## src/rtl/cpu_pkg.sv

```systemverilog
// Shared definitions for the 5-stage 16-bit CPU: opcode constants, default
// field widths and the hazard-unit state encoding.
package cpu_pkg;

    localparam int unsigned INSTR_W_DEF = 16;
    localparam int unsigned OPC_W_DEF   = 4;
    localparam int unsigned RADDR_W_DEF = 4;
    localparam int unsigned CNT_W_DEF   = 16;

    // Wide enough for the 1..7 load-use depth and HLT drain length
    localparam int unsigned CYC_W = 3;

    localparam logic [3:0] OP_LW  = 4'h8;
    localparam logic [3:0] OP_SW  = 4'h9;
    localparam logic [3:0] OP_LHB = 4'hA;
    localparam logic [3:0] OP_LLB = 4'hB;
    localparam logic [3:0] OP_RET = 4'hE;
    localparam logic [3:0] OP_HLT = 4'hF;

    localparam logic [3:0] OP_ALU_LIMIT = 4'h8;

    typedef enum logic [1:0] {
        HZ_RUN    = 2'd0,
        HZ_DRAIN  = 2'd1,
        HZ_HALTED = 2'd2
    } hz_state_e;

    typedef struct packed {
        logic stall_pc;
        logic stall_if_id;
        logic bubble_id_ex;
        logic freeze;
    } hz_ctrl_t;

endpackage

```

## src/rtl/hazard_unit_pl_src_decode.sv

```systemverilog
// Opcode to source-register usage decode; shared with the forwarding unit.
module src_decode
    import cpu_pkg::*;
#(
    parameter int unsigned OPC_W = OPC_W_DEF
) (
    input  logic [OPC_W-1:0] opc,
    output logic             src_a_used,
    output logic             src_b_used,
    output logic             src_c_used
);

    always_comb begin
        src_a_used = 1'b0;
        src_b_used = 1'b0;
        src_c_used = 1'b0;
        if (opc < OPC_W'(OP_ALU_LIMIT)) begin
            src_b_used = 1'b1;
            src_c_used = 1'b1;
        end else if (opc == OPC_W'(OP_LW)) begin
            src_b_used = 1'b1;
        end else if (opc == OPC_W'(OP_SW)) begin
            // store reads the base in B and the data register in A
            src_b_used = 1'b1;
            src_a_used = 1'b1;
        end else if ((opc == OPC_W'(OP_LHB)) || (opc == OPC_W'(OP_LLB))) begin
            src_a_used = 1'b1;
        end else if (opc == OPC_W'(OP_RET)) begin
            src_b_used = 1'b1;
        end
    end

endmodule

```

## src/rtl/hazard_unit_pl.sv

```systemverilog
// Load-use / HLT / memory-busy hazard detection and pipeline control for the
// 5-stage CPU; drives PC hold, IF/ID hold, ID/EX bubble and global freeze.
module hazard_unit_pl
    import cpu_pkg::*;
#(
    parameter int unsigned INSTR_W      = INSTR_W_DEF,
    parameter int unsigned OPC_W        = OPC_W_DEF,
    parameter int unsigned RADDR_W      = RADDR_W_DEF,
    parameter int unsigned LOAD_USE_CYC = 1,
    parameter int unsigned HLT_DRAIN    = 3,
    parameter bit          ZERO_REG_EN  = 1'b1,
    parameter int unsigned CNT_W        = CNT_W_DEF
) (
    input  logic               clk,
    input  logic               rst,
    input  logic [INSTR_W-1:0] if_id_instr,
    input  logic               if_id_valid,
    input  logic [INSTR_W-1:0] id_ex_instr,
    input  logic               id_ex_valid,
    input  logic               id_ex_mem_to_reg,
    input  logic               flush,
    input  logic               mem_busy,
    output logic               stall_pc,
    output logic               stall_if_id,
    output logic               bubble_id_ex,
    output logic               freeze,
    output logic               hlt_out,
    output logic [CNT_W-1:0]   lu_stall_cnt
);

    hz_state_e          state_q, state_nx;
    logic [CYC_W-1:0]   lu_cnt_q, lu_cnt_nx;
    logic [CYC_W-1:0]   drain_cnt_q, drain_cnt_nx;
    logic [OPC_W-1:0]   opc;
    logic [RADDR_W-1:0] fld_a, fld_b, fld_c, ld_dest;
    logic               src_a_used, src_b_used, src_c_used;
    logic               src_match, zero_exempt;
    logic               hz_now, lu_stall, hlt_accept;
    hz_ctrl_t           ctrl;
    logic               unused_instr_bits;

    assign opc     = if_id_instr[INSTR_W-1 -: OPC_W];
    assign fld_a   = if_id_instr[3*RADDR_W-1 -: RADDR_W];
    assign fld_b   = if_id_instr[2*RADDR_W-1 -: RADDR_W];
    assign fld_c   = if_id_instr[RADDR_W-1:0];
    assign ld_dest = id_ex_instr[3*RADDR_W-1 -: RADDR_W];

    // Only a few fields of each instruction matter here
    assign unused_instr_bits = ^{if_id_instr, id_ex_instr};

    src_decode #(
        .OPC_W (OPC_W)
    ) u_src_decode (
        .opc        (opc),
        .src_a_used (src_a_used),
        .src_b_used (src_b_used),
        .src_c_used (src_c_used)
    );

    // Load-use detection against the load destination in ID/EX
    assign src_match = (src_a_used && (fld_a == ld_dest)) ||
                       (src_b_used && (fld_b == ld_dest)) ||
                       (src_c_used && (fld_c == ld_dest));
    assign zero_exempt = ZERO_REG_EN && (ld_dest == '0);
    assign hz_now      = if_id_valid && id_ex_valid && id_ex_mem_to_reg &&
                         src_match && !zero_exempt;
    assign lu_stall    = hz_now || (lu_cnt_q != '0);
    assign hlt_accept  = if_id_valid && (opc == OPC_W'(OP_HLT)) &&
                         !lu_stall && !flush && !mem_busy;

    // State register and stall/drain counters
    always_ff @(posedge clk or negedge rst) begin
        if (!rst) begin
            state_q     <= HZ_RUN;
            lu_cnt_q    <= '0;
            drain_cnt_q <= '0;
        end else begin
            state_q     <= state_nx;
            lu_cnt_q    <= lu_cnt_nx;
            drain_cnt_q <= drain_cnt_nx;
        end
    end

    // Next state; a memory stall holds everything
    always_comb begin
        state_nx     = state_q;
        drain_cnt_nx = drain_cnt_q;
        if (!mem_busy) begin
            unique case (state_q)
                HZ_RUN: begin
                    if (hlt_accept) begin
                        state_nx     = HZ_DRAIN;
                        drain_cnt_nx = CYC_W'(HLT_DRAIN - 1);
                    end
                end
                HZ_DRAIN: begin
                    // A redirect means the HLT was on the wrong path
                    if (flush) begin
                        state_nx     = HZ_RUN;
                        drain_cnt_nx = '0;
                    end else if (drain_cnt_q == '0) begin
                        state_nx = HZ_HALTED;
                    end else begin
                        drain_cnt_nx = drain_cnt_q - CYC_W'(1);
                    end
                end
                HZ_HALTED: begin
                    state_nx = HZ_HALTED;
                end
                default: begin
                    state_nx     = HZ_RUN;
                    drain_cnt_nx = '0;
                end
            endcase
        end
    end

    // Load-use stall length; a new hazard reloads the full depth
    always_comb begin
        lu_cnt_nx = lu_cnt_q;
        if (!mem_busy) begin
            if (flush) begin
                lu_cnt_nx = '0;
            end else if (hz_now) begin
                lu_cnt_nx = CYC_W'(LOAD_USE_CYC - 1);
            end else if (lu_cnt_q != '0) begin
                lu_cnt_nx = lu_cnt_q - CYC_W'(1);
            end
        end
    end

    // Control outputs, forced low while reset is asserted
    always_comb begin
        ctrl = '0;
        if (rst) begin
            if (mem_busy) begin
                ctrl.freeze      = 1'b1;
                ctrl.stall_pc    = 1'b1;
                ctrl.stall_if_id = 1'b1;
            end else begin
                if (lu_stall && !flush) begin
                    ctrl.stall_pc     = 1'b1;
                    ctrl.stall_if_id  = 1'b1;
                    ctrl.bubble_id_ex = 1'b1;
                end
                if (state_q != HZ_RUN) begin
                    ctrl.stall_pc    = 1'b1;
                    ctrl.stall_if_id = 1'b1;
                end
            end
        end
    end

    assign stall_pc     = ctrl.stall_pc;
    assign stall_if_id  = ctrl.stall_if_id;
    assign bubble_id_ex = ctrl.bubble_id_ex;
    assign freeze       = ctrl.freeze;

    // Sticky halt flag, rising HLT_DRAIN clocks after the accepting edge
    always_ff @(posedge clk or negedge rst) begin
        if (!rst) begin
            hlt_out <= 1'b0;
        end else begin
            hlt_out <= (state_nx == HZ_HALTED);
        end
    end

    // Saturating load-use stall cycle counter
    always_ff @(posedge clk or negedge rst) begin
        if (!rst) begin
            lu_stall_cnt <= '0;
        end else if (lu_stall && !mem_busy && (lu_stall_cnt != '1)) begin
            lu_stall_cnt <= lu_stall_cnt + CNT_W'(1);
        end
    end

endmodule

```

## config.mk

```make
export PLATFORM = sky130hd
export DESIGN_NAME = hazard_unit_pl
export DESIGN_NICKNAME = d
export VERILOG_FILES = /design/src/rtl/cpu_pkg.sv /design/src/rtl/hazard_unit_pl_src_decode.sv /design/src/rtl/hazard_unit_pl.sv
export SDC_FILE = /design/constraint.sdc
export NUM_CORES = 1
export LEC_CHECK = 0
export CAP_MARGIN = 20
export CORE_MARGIN = 4
export CORE_UTILIZATION = 39
export DETAILED_ROUTE_END_ITERATION = 6
export PLACE_DENSITY = 0.79
export SETUP_SLACK_MARGIN = 0.02
export SLEW_MARGIN = 15
export SYNTH_ARGS = -nofsm -noshare
export SYNTH_HDL_FRONTEND = slang
export SYNTH_SLANG_ARGS = --single-unit
export TNS_END_PERCENT = 30
```

## constraint.sdc

```tcl
create_clock -name clk -period 1.8 [get_ports clk]
set_input_delay 0.36 -clock clk [delete_from_list [all_inputs] [get_ports clk]]
set_output_delay 0.36 -clock clk [all_outputs]
set_load 0.02 [all_outputs]
```

==> metrics.csv <==
stage;metric;value;unit
critical_path;Cell Chain, Critical Path;buf_8 -> xor2_1 -> nor4_2 -> o21ai_1 -> a31oi_2 -> nand2b_4 -> nand3b_1 -> nor2_1 -> buf_4;
synthesis;area leader, netlist;dfrtp_1;
cells_and_area;fin area;2470;um2
synthesis;Yosys cell types;40;
critical_path;Max FO, Critical Path;4;
floorplanning;Rows;22;
synthesis;Post-Syn Nets;189;
drt;WL/cell;13.89;um
sta;RSZ-0062 raised after global routing;true;
sta;Final Hold Vio Count;0;
floorplanning;Die H;70.36;um
drt;DR vias;1382;
synthesis;Mapped Cells;145;
drt;DRC;0;
place;DP Area;2268;um2
synthesis;Synth warnings;0;
global_route;GRT Residual Overflow;0;
synthesis;ys async rst share;100.0;%
synthesis;largest cells by area after synthesis;dfrtp_1 41%, xnor2_1 10%, xor2_1 5.2%, nand3_2 4.6%, ha_1 4.1%;
sta;final setup fails;7;
clocking;clk buf depth;2;
clocking;CTS clk-pin slew, worst paths;0.08;ns
drt;drt pass-1 iters;4;
cells_and_area;Core Util, Final;66.46;%
sta;relative slew slack;76.49;%
cells_and_area;post-route insts no fill;278;
floorplanning;IO Pins;60;
critical_path;WS Path Type;primary input to primary output;
global_route;vias in the first global route;1377;
floorplanning;die area;4950;um2
status;status;finished with violations;
status;failing checks;setup timing;
synthesis;Post-synth top cells;25 x dfrtp_1, 18 x xnor2_1, 9 x inv_1, 9 x xor2_1;
place;placed insts;268;
synthesis;Avg Cell Area, Syn;10.46;um2
cells_and_area;Final #Nets;275;
synthesis;share of the synthesized area in the top cell type;41.25;%
clocking;CTS tree;yes;
floorplanning;Initial Util;40.81;%
cells_and_area;area grow syn2layout;62.87;%
synthesis;Synth Flop Type;dfrtp_1;
drt;vias per cell;4.971;
drt;initial drt markers;75;
place;Port Buffers;47;
place;GP Congestion;0.7532;
min_path;Worst Hold Class;register to register;
power_and_ir_drop;PwrDens;1089;nW/um2
power_and_ir_drop;Leak Pwr;1.073;nW
sta;final hold slack;0.4944;ns
power_and_ir_drop;worst vdd ir;983.5;uV
global_route;first-pass GRT wire length;6.168;mm
place;HPWL after DPL;2.757;mm
global_route;initial antenna violation count;0;
clocking;Clk Latency, worst-skew pair;0.26;ns
synthesis;sequential share of the synthesized area;41.25;%
drt;WL final;3.861;mm
critical_path;CP endpoint kind;primary output;
clocking;Post-CTS Hold Buffers;0;
drt;antenna-violating nets left;0;
cells_and_area;antenna fix cells;0;
sta;Final WS setup;-0.2660;ns
cells_and_area;share of layout cells above drive strength 1;40.43;%
clocking;Sink Count;25;
critical_path;slowest cell delay on critical path;0.28;ns
global_route;Total GRT Usage;15.11;%
synthesis;mapped cell area;1516;um2
synthesis;Post-synth EDFFs;0;
flow_run;Max Cap Violations;0;
synthesis;count leader, synth;dfrtp_1;
sta;max-slew violation count;0;
sta;Tmin final;2.066;ns
sta;Worst-Margin Slew;0.3526;ns
clocking;CTS Buf Count;3;
critical_path;Worst Path Required;1.44;ns
sta;crit share post-route;114.8;%
global_route;pin count of the biggest net entering global routing;26;
sta;Clock Skew;0.001510;ns
critical_path;Worst path slowest cell;nor4_2;
clocking;CTS root buf;clkbuf_8;
floorplanning;Core ar.;3716;um2
sta;Max Clock Freq;484.0;MHz
floorplanning;Die Wd;70.36;um
critical_path;Setup crit start kind;primary input;
critical_path;data arrival time of the worst path;1.71;ns
clocking;H-tree depth;1;
synthesis;FF+latch count, synth;25;
final cells by class:
class                           instances  area [um2]
Clock buffer                            4       45.04
Fill cell                             303        1246
Inverter                                9       36.28
Multi-Input combinational cell        107       948.4
Sequential cell                        25       628.1
Tap cell                               48       60.06
Timing Repair Buffer                   85       752.0
final timing paths:
path | start | end | slack [ns] | depth (start not counted)
max | id_ex_instr[10] | bubble_id_ex | -0.27 | 9
min | lu_stall_cnt[14] | lu_stall_cnt[14] | 0.49 | 1
max reg2reg | lu_cnt_q[0] | drain_cnt_q[0] | -0.20 | 11
min in group asynchronous | rst | lu_stall_cnt[7] | 0.61 | 2
min reg2reg | lu_stall_cnt[14] | lu_stall_cnt[14] | 0.49 | 1
max in group asynchronous | rst | lu_stall_cnt[0] | 0.93 | 2
layer usage:
layer  vias up  wire length [um]  share of wire [%]  global-route usage [%]
li1        684                 -                  -                       -
met1       662              1871                 48                   22.52
met2        36              1815                 47                   23.18
met3         0               173                4.5                   2.446
met4         0                 0                  0                   2.553
met5         -                 0                  0                       0
logic make-up (layout without fill, tap and decap cells):
family | count (synthesis) | count (layout) | share of synthesized area [%]
adders and majority gates | 5 | 5 | 4.125
xor gates and xnor gates | 27 | 27 | 15.59
and+or+nand+nor | 52 | 52 | 22.86
DFF | 25 | 25 | 41.25
buffers and inverters | 14 | 98 | 4.867
muxes | 3 | 3 | 2.063
AOI/OAI and AO/OA | 19 | 20 | 9.240
power breakdown:
part	total, mW	switching [mW]	internal [mW]
sequential	0.813	0.101	0.712
combinational	1.55	0.711	0.843
clock	0.325	0.167	0.158
total	2.69	0.979	1.71
critical path: cells and delay by family:
kind,cells,cell delay (ns)
AO/OA/AOI/OAI,2,0.30
XOR/XNOR,1,0.15
buffers and inverters,2,0.24
AND/OR/NAND/NOR,4,0.65
per-stage QoR:
step,setup TNS [ns],worst slack (ns),power (mW)
after floorplan,-0.4950,-0.1363,1.479
after global placement,-15.70,-1.093,1.988
after detailed placement,-17.22,-1.169,2.024
after CTS,-1.652,-0.3132,2.503
after global routing,-2.013,-0.3410,2.864
final,-1.330,-0.2660,2.691
state kept, by name, indices dropped and copies added (netlist names):
signal,cells
lu_stall_cnt,16
drain_cnt_q,3
lu_cnt_q,3
state_q,2
hlt_out,1
repair_timing:
action                     CTS  global route
resized for setup           79            28
setup endpoints to repair   28            27
cloned                       1             0
buffers inserted             2             3
pin swaps                   18            22
placed cells by master, fill, tap and decap left out, drive strengths merged, types with 3 or more instances in the layout:
| master | Yosys | routed |
|---|---|---|
| xnor2 | 18 | 18 |
| nand3 | 8 | 8 |
| ha | 5 | 5 |
| inv | 9 | 9 |
| nor2b | 4 | 4 |
| nand4 | 7 | 7 |
| clkdlybuf4s50 | 0 | 23 |
| and3 | 5 | 5 |
| a21oi | 3 | 3 |
| nor2 | 5 | 5 |
| xor2 | 9 | 9 |
| nor3 | 3 | 3 |
| o21ai | 5 | 5 |
| dfrtp | 25 | 25 |
| and4 | 4 | 4 |
| clkbuf | 1 | 6 |
| dlygate4sd2 | 0 | 8 |
| o22ai | 4 | 4 |
| buf | 4 | 50 |
| nand2 | 7 | 7 |
Power figures use the tool's default switching activity.
